`src/rtl/wide_add_seq_if.sv`:
```
// wide_add_seq_if: request/response handshake and shared 32-bit adder port bundle
interface wide_add_seq_if #(
    parameter int WORDS = 4
);
    localparam int W = 32 * WORDS;
    logic         in_valid;
    logic         in_ready;
    logic [W-1:0] op_a;
    logic [W-1:0] op_b;
    logic         sub;
    logic         out_valid;
    logic         out_ready;
    logic [W-1:0] result;
    logic         carry_out;
    logic         overflow;
    logic         busy;
    logic [31:0]  adder_a;
    logic [31:0]  adder_b;
    logic         adder_cin;
    logic [31:0]  adder_s;
    logic         adder_cout;

    modport slave (
        input  in_valid, op_a, op_b, sub, out_ready, adder_s, adder_cout,
        output in_ready, out_valid, result, carry_out, overflow, busy,
               adder_a, adder_b, adder_cin
    );

    modport master (
        output in_valid, op_a, op_b, sub, out_ready, adder_s, adder_cout,
        input  in_ready, out_valid, result, carry_out, overflow, busy,
               adder_a, adder_b, adder_cin
    );
endinterface

```
`src/rtl/wide_add_seq.sv`:
```
// wide_add_seq: multi-limb add/subtract sequenced through a shared, pipelined 32-bit adder
module wide_add_seq #(
    parameter int WORDS     = 4,
    parameter int ADDER_LAT = 1
) (
    input logic          clk,
    input logic          rst,
    wide_add_seq_if.slave bus
);
    localparam int W  = 32 * WORDS;
    localparam int IW = WORDS > 1 ? $clog2(WORDS) : 1;
    localparam int CW = 2;

    typedef enum logic [1:0] {IDLE, ISSUE, WAIT, DONE} state_t;

    state_t        state_q, state_d;
    logic [IW-1:0] idx_q, idx_d;
    logic [CW-1:0] cnt_q, cnt_d;
    logic [W-1:0]  a_q, b_q, res_q;
    logic          sub_q, carry_q, cout_q, ovf_q;
    logic          accept, capture, last_limb, active;

    assign accept    = state_q == IDLE && bus.in_valid;
    assign capture   = state_q == WAIT && cnt_q == CW'(ADDER_LAT - 1);
    assign last_limb = idx_q == IW'(WORDS - 1);
    assign active    = state_q == ISSUE || state_q == WAIT;

    // Next state: one ISSUE cycle then ADDER_LAT WAIT cycles per limb, low limb first
    always_comb begin
        state_d = state_q;
        idx_d   = idx_q;
        cnt_d   = cnt_q;
        case (state_q)
            IDLE: begin
                if (bus.in_valid) begin
                    state_d = ISSUE;
                    idx_d   = '0;
                end
            end
            ISSUE: begin
                state_d = WAIT;
                cnt_d   = '0;
            end
            WAIT: begin
                if (capture) begin
                    state_d = last_limb ? DONE : ISSUE;
                    idx_d   = last_limb ? idx_q : idx_q + 1'b1;
                end else begin
                    cnt_d = cnt_q + 1'b1;
                end
            end
            DONE: state_d = bus.out_ready ? IDLE : DONE;
            default: state_d = IDLE;
        endcase
    end

    // Control registers
    always_ff @(posedge clk) begin
        if (rst) begin
            state_q <= IDLE;
            idx_q   <= '0;
            cnt_q   <= '0;
        end else begin
            state_q <= state_d;
            idx_q   <= idx_d;
            cnt_q   <= cnt_d;
        end
    end

    // Operand latch on accept; B is stored already inverted for subtraction
    always_ff @(posedge clk) begin
        if (rst) begin
            a_q   <= '0;
            b_q   <= '0;
            sub_q <= 1'b0;
        end else if (accept) begin
            a_q   <= bus.op_a;
            b_q   <= bus.sub ? ~bus.op_b : bus.op_b;
            sub_q <= bus.sub;
        end
    end

    // Limb capture from the adder; flags are taken when the top limb lands
    always_ff @(posedge clk) begin
        if (rst) begin
            res_q   <= '0;
            carry_q <= 1'b0;
            cout_q  <= 1'b0;
            ovf_q   <= 1'b0;
        end else if (capture) begin
            res_q[idx_q*32 +: 32] <= bus.adder_s;
            carry_q               <= bus.adder_cout;
            if (last_limb) begin
                cout_q <= bus.adder_cout;
                ovf_q  <= (a_q[W-1] == b_q[W-1]) && (bus.adder_s[31] != a_q[W-1]);
            end
        end
    end

    assign bus.in_ready  = state_q == IDLE;
    assign bus.busy      = state_q != IDLE;
    assign bus.out_valid = state_q == DONE;
    assign bus.result    = res_q;
    assign bus.carry_out = cout_q;
    assign bus.overflow  = ovf_q;
    assign bus.adder_a   = active ? a_q[idx_q*32 +: 32] : 32'd0;
    assign bus.adder_b   = active ? b_q[idx_q*32 +: 32] : 32'd0;
    assign bus.adder_cin = active && (idx_q == '0 ? sub_q : carry_q);
endmodule

```
`src/flat_wrapper.sv`:
```
// flat-port wrapper written by rule: the top's interface ports become plain ports
module wide_add_seq_flat 
#(
    parameter int WORDS     = 4,
    parameter int ADDER_LAT = 1
)
  (clk, rst, bus_in_valid, bus_op_a, bus_op_b, bus_sub, bus_out_ready, bus_adder_s, bus_adder_cout, bus_in_ready, bus_out_valid, bus_result, bus_carry_out, bus_overflow, bus_busy, bus_adder_a, bus_adder_b, bus_adder_cin);
  wide_add_seq_if #(.WORDS(WORDS)) bus_i ();
  input logic clk;
  input logic rst;
  input wire logic [$bits(bus_i.in_valid)-1:0] bus_in_valid;
  input wire logic [$bits(bus_i.op_a)-1:0] bus_op_a;
  input wire logic [$bits(bus_i.op_b)-1:0] bus_op_b;
  input wire logic [$bits(bus_i.sub)-1:0] bus_sub;
  input wire logic [$bits(bus_i.out_ready)-1:0] bus_out_ready;
  input wire logic [$bits(bus_i.adder_s)-1:0] bus_adder_s;
  input wire logic [$bits(bus_i.adder_cout)-1:0] bus_adder_cout;
  output wire logic [$bits(bus_i.in_ready)-1:0] bus_in_ready;
  output wire logic [$bits(bus_i.out_valid)-1:0] bus_out_valid;
  output wire logic [$bits(bus_i.result)-1:0] bus_result;
  output wire logic [$bits(bus_i.carry_out)-1:0] bus_carry_out;
  output wire logic [$bits(bus_i.overflow)-1:0] bus_overflow;
  output wire logic [$bits(bus_i.busy)-1:0] bus_busy;
  output wire logic [$bits(bus_i.adder_a)-1:0] bus_adder_a;
  output wire logic [$bits(bus_i.adder_b)-1:0] bus_adder_b;
  output wire logic [$bits(bus_i.adder_cin)-1:0] bus_adder_cin;
  assign bus_i.in_valid = bus_in_valid;
  assign bus_i.op_a = bus_op_a;
  assign bus_i.op_b = bus_op_b;
  assign bus_i.sub = bus_sub;
  assign bus_i.out_ready = bus_out_ready;
  assign bus_i.adder_s = bus_adder_s;
  assign bus_i.adder_cout = bus_adder_cout;
  assign bus_in_ready = bus_i.in_ready;
  assign bus_out_valid = bus_i.out_valid;
  assign bus_result = bus_i.result;
  assign bus_carry_out = bus_i.carry_out;
  assign bus_overflow = bus_i.overflow;
  assign bus_busy = bus_i.busy;
  assign bus_adder_a = bus_i.adder_a;
  assign bus_adder_b = bus_i.adder_b;
  assign bus_adder_cin = bus_i.adder_cin;
  wide_add_seq #(.WORDS(WORDS), .ADDER_LAT(ADDER_LAT)) u_core (.clk(clk), .rst(rst), .bus(bus_i));
endmodule
```
`config.mk`:
```
export PLATFORM = sky130hd
export DESIGN_NAME = wide_add_seq_flat
export DESIGN_NICKNAME = d
export VERILOG_FILES = /design/src/rtl/wide_add_seq_if.sv /design/src/rtl/wide_add_seq.sv /design/src/flat_wrapper.sv
export SDC_FILE = /design/constraint.sdc
export NUM_CORES = 1
export LEC_CHECK = 0
export CORE_ASPECT_RATIO = 0.9
export CORE_MARGIN = 1
export CORE_UTILIZATION = 48
export CTS_CLUSTER_SIZE = 20
export DETAILED_ROUTE_END_ITERATION = 10
export PLACE_DENSITY = 0.92
export SLEW_MARGIN = 0
export SYNTH_ARGS = -nofsm -noshare
export SYNTH_HDL_FRONTEND = slang
export SYNTH_SLANG_ARGS = --single-unit
```
`constraint.sdc`:
```
create_clock -name clk -period 2.8 [get_ports clk]
set_clock_uncertainty 0.05 [all_clocks]
set_input_delay 0.56 -clock clk [delete_from_list [all_inputs] [get_ports clk]]
set_output_delay 0.56 -clock clk [all_outputs]
set_load 0.05 [all_outputs]
```
==> impl_metrics.py <==
metrics = {
    "critical_path": {
        "crit_fanout": 7,
        "ff2ff_path_depth": 7,
        "crit_required_ns": 2.19,
        "arrival_ns": 2.15,
        "worst_path_max_delay_cell": "mux4_2",
        "cp_num_buf_inv": 3,
        "path_class": "register to output pin",
        "cp_slowest_stage_delay_ns": 0.50,
        "rrSetupSlack_ns": 0.30,
        "crit_chain": "buf_6 -> clkbuf_16 -> mux4_2 -> and2_1 -> buf_4",
        "cpLargestDelayFamily": "buffers and inverters",
        "startpoint": "u_core.idx_q[0]$_SDFFE_PP0P_",
        "r2r_start": "u_core.idx_q[0]$_SDFFE_PP0P_",
        "r2r_end": "u_core.bus.result[83]$_SDFFE_PP0P_",
        "cp-start-kind": "register",
        "end_kind": "output pin",
    },
    "layout": {
        "final_util_pct": 69.8,
        "final_layout_size_suffix_gt1_share_pct": 11.9,
        "layout.nets": 2575,
        "mostFrequentLayoutCell": "clkdlybuf4s50_1",
        "stdcell_count": 2770,
        "final_cell_mix": "clkdlybuf4s50_1 (422), dfxtp_1 (391), nand2_1 (360)",
        "area_growth_pct": 41.4,
    },
    "synthesis": {
        "syn_avg_cell_area_um2": 9.11,
        "synth_warnings": 0,
        "synth_cells": 1861,
        "ys_seq_elements": 394,
        "ys_seq_area_share_pct": 46.5,
        "synthDistinctLibCells": 34,
        "syn_nets": 2165,
        "syn_area_um2": 17000,
    },
    "grt": {
        "grt_overflow_total": 0,
        "grt_max_degree": 172,
        "grt_pass1_wl_um": 84100,
        "grt_pass1_vias": 15700,
        "grtUsageTotal_pct": 29.7,
        "antenna_found_initial": 7,
    },
    "route": {
        "drc": 0,
        "drtIter0Drc": 1155,
        "vias_per_cell": 5.73,
        "ant_nets": 0,
        "wire_per_inst_um": 20.3,
        "vias": 15900,
        "firstDrtPassIters": 6,
        "routed_wl_um": 56300,
    },
    "timing": {
        "max-slew-margin-rel_pct": 44.3,
        "setup_ws_ns": 0.0401,
        "hold_viol": 0,
        "fin_crit_ns": 2.76,
        "worst_pin_slew_ns": 0.835,
        "rsz0062_at_grt": "yes",
        "drv_slew": 0,
        "setup_viol": 0,
        "fmax_mhz": 362,
        "whs_ns": 0.401,
        "post-route-period-util_pct": 98.6,
    },
    "pwr": {
        "p_sw_share_pct": 33.4,
        "peakVddDrop_mv": 0.480,
        "pwr-share-seq_pct": 38.4,
        "power_leakage_nw": 8.43,
        "p_int_w": 0.0120,
        "combinationalPowerShare_pct": 31.3,
        "cellPowerDensity_nw_per_um2": 755,
        "p_switching_w": 0.00605,
        "pwr-share-clk_pct": 30.3,
    },
    "worst_hold_path": {
        "holdPathEnd": "u_core.bus.result[124]$_SDFFE_PP0P_",
        "whs_path_depth": 2,
        "holdCritStartpoint": "u_core.bus.result[124]$_SDFFE_PP0P_",
        "min_path_type": "register to register",
    },
    "clock_network": {
        "clock_latency_ns": 0.54,
        "clkSinkCount": 394,
        "cts_made_buffers": 41,
        "clkTransAtPathRegs_ns": 0.07,
        "cts_tree": "yes",
        "cts_buffer_depth": 3,
        "root_buffer": "clkbuf_16",
        "cts-htree-levels": 2,
        "ctsHoldBuffers": 0,
    },
    "placement": {
        "pre_cts_ws_ns": 0.469,
        "port_buffers": 491,
        "dp_hpwl_um": 37100,
        "dp_cells": 2677,
        "globalplace.congestion": 0.878,
    },
    "die": {
        "die-area_um2": 36100,
        "initial_core_util_pct": 49.3,
        "io_pins": 492,
        "core_um2": 34400,
        "die_w_um": 200,
        "num_rows": 64,
        "die_height_um": 180,
    },
    "flow_run": {
        "drv_cap": 0,
    },
    "run_status": {
        "status": "complete, no violations",
    },
}
==> logic make-up after synthesis <==
logic type | synth area share (%)
buf+inv | 5.39
mux | 8.74
xor+xnor | 6.61
fa+ha+maj | 0.738
flops | 46.5
compound gates | 14.6
simple gates | 17.3
==> metrics by stage <==
stage	TNS [ns]	area, um^2	power [W]
global route	-0.0801	24000	0.0189
detailed placement	0	22300	0.0124
global placement	0	22300	0.0122
floorplan	0	17000	0.0105
finish	0	24000	0.0181
CTS	-0.793	23700	0.0180
==> registers in the layout, indices dropped and copies added, names as in the netlist, 2 cells and up <==
register and flops:
u_core.bus.result 128, u_core.b_q 128, u_core.cnt_q 2, u_core.a_q 128, u_core.idx_q 2, u_core.state_q 2
==> how the worst max path moves through the flow <==
| stage | endpoint | slack, ns | depth (start not counted) |
|---|---|---|---|
| global placement | u_core.a_q[30]$_SDFFE_PP0P_ | 0.51 | 6 |
| CTS | bus_adder_b[11] | -0.06 | 4 |
| global route | bus_adder_b[23] | -0.01 | 5 |
| finish | bus_adder_b[3] | 0.04 | 5 |
| floorplan | bus_adder_cin | 0.22 | 7 |
| detailed placement | u_core.b_q[37]$_SDFFE_PP0P_ | 0.47 | 5 |
==> power by group through the flow <==
stage	Sequential [W]	Clock, W	Combinational (W)
finish	0.00695	0.00548	0.00566
global route	0.00701	0.00577	0.00608
CTS	0.00692	0.00556	0.00551
detailed placement	0.00703	0	0.00540
global placement	0.00696	0	0.00525
floorplan	0.00703	0	0.00343
==> metal layers <==
layer	global-route usage (%)	vias up	share of wire [%]
li1	-	7244	-
met1	34.4	7483	37
met2	49.7	934	49
met3	6.68	215	9.1
met4	18.2	0	5.6
met5	0	-	0
==> Yosys cell counts <==
library cell | number | area share (%)
buf_2 | 80 | 2.4
or4_1 | 2 | 0.089
o41ai_1 | 1 | 0.052
nor2_1 | 133 | 2.9
buf_6 | 4 | 0.27
nand3_2 | 1 | 0.059
nor4b_4 | 1 | 0.14
ha_1 | 10 | 0.74
buf_4 | 7 | 0.31
nor4b_2 | 1 | 0.089
nand2b_1 | 2 | 0.074
a21oi_1 | 232 | 6.9
and4bb_2 | 1 | 0.074
nand2_1 | 361 | 8.0
nand3_1 | 101 | 3.0
inv_1 | 7 | 0.16
and3_1 | 3 | 0.11
mux2i_1 | 4 | 0.24
a32o_1 | 32 | 1.9
nand3b_1 | 1 | 0.044
mux4_2 | 64 | 8.5
inv_2 | 1 | 0.022
nor2b_1 | 4 | 0.15
clkbuf_2 | 1 | 0.029
clkbuf_1 | 77 | 1.7
o21ai_0 | 3 | 0.089
a211oi_1 | 129 | 5.7
dfxtp_1 | 394 | 47
buf_1 | 3 | 0.066
nor4_4 | 1 | 0.13
o31ai_1 | 1 | 0.044
and2_1 | 67 | 2.5
xnor2_1 | 128 | 6.6
buf_12 | 4 | 0.47
==> cell type report <==
type	count	area [um^2]
fillers	2293	10400
clock buffers	58	1220
clock inverters	15	135
diodes	7	17.5
flip-flops and latches	394	7900
repair buffers	543	5870
well taps	462	578
inverters	8	30.0
multi-input cells	1283	8220
==> repair_timing <==
action / in CTS / in global routing
pin swaps: 0 / 0
cloned: 1 / 4
setup buffers: 4 / 4
setup endpoints to repair: 63 / 56
resized for setup: 10 / 30
endpoints found under the hold margin: 0 / 0
==> worst register-to-register path, cell delays in order, from the launching register on <==
cell      delay (ns)
dfxtp_4         0.42
clkbuf_2        0.17
inv_1           0.13
ha_1            0.50
nor4b_4         0.25
buf_4           0.41
nand3_1         0.30
a21oi_1         0.19
Power figures use the tool's default switching activity.
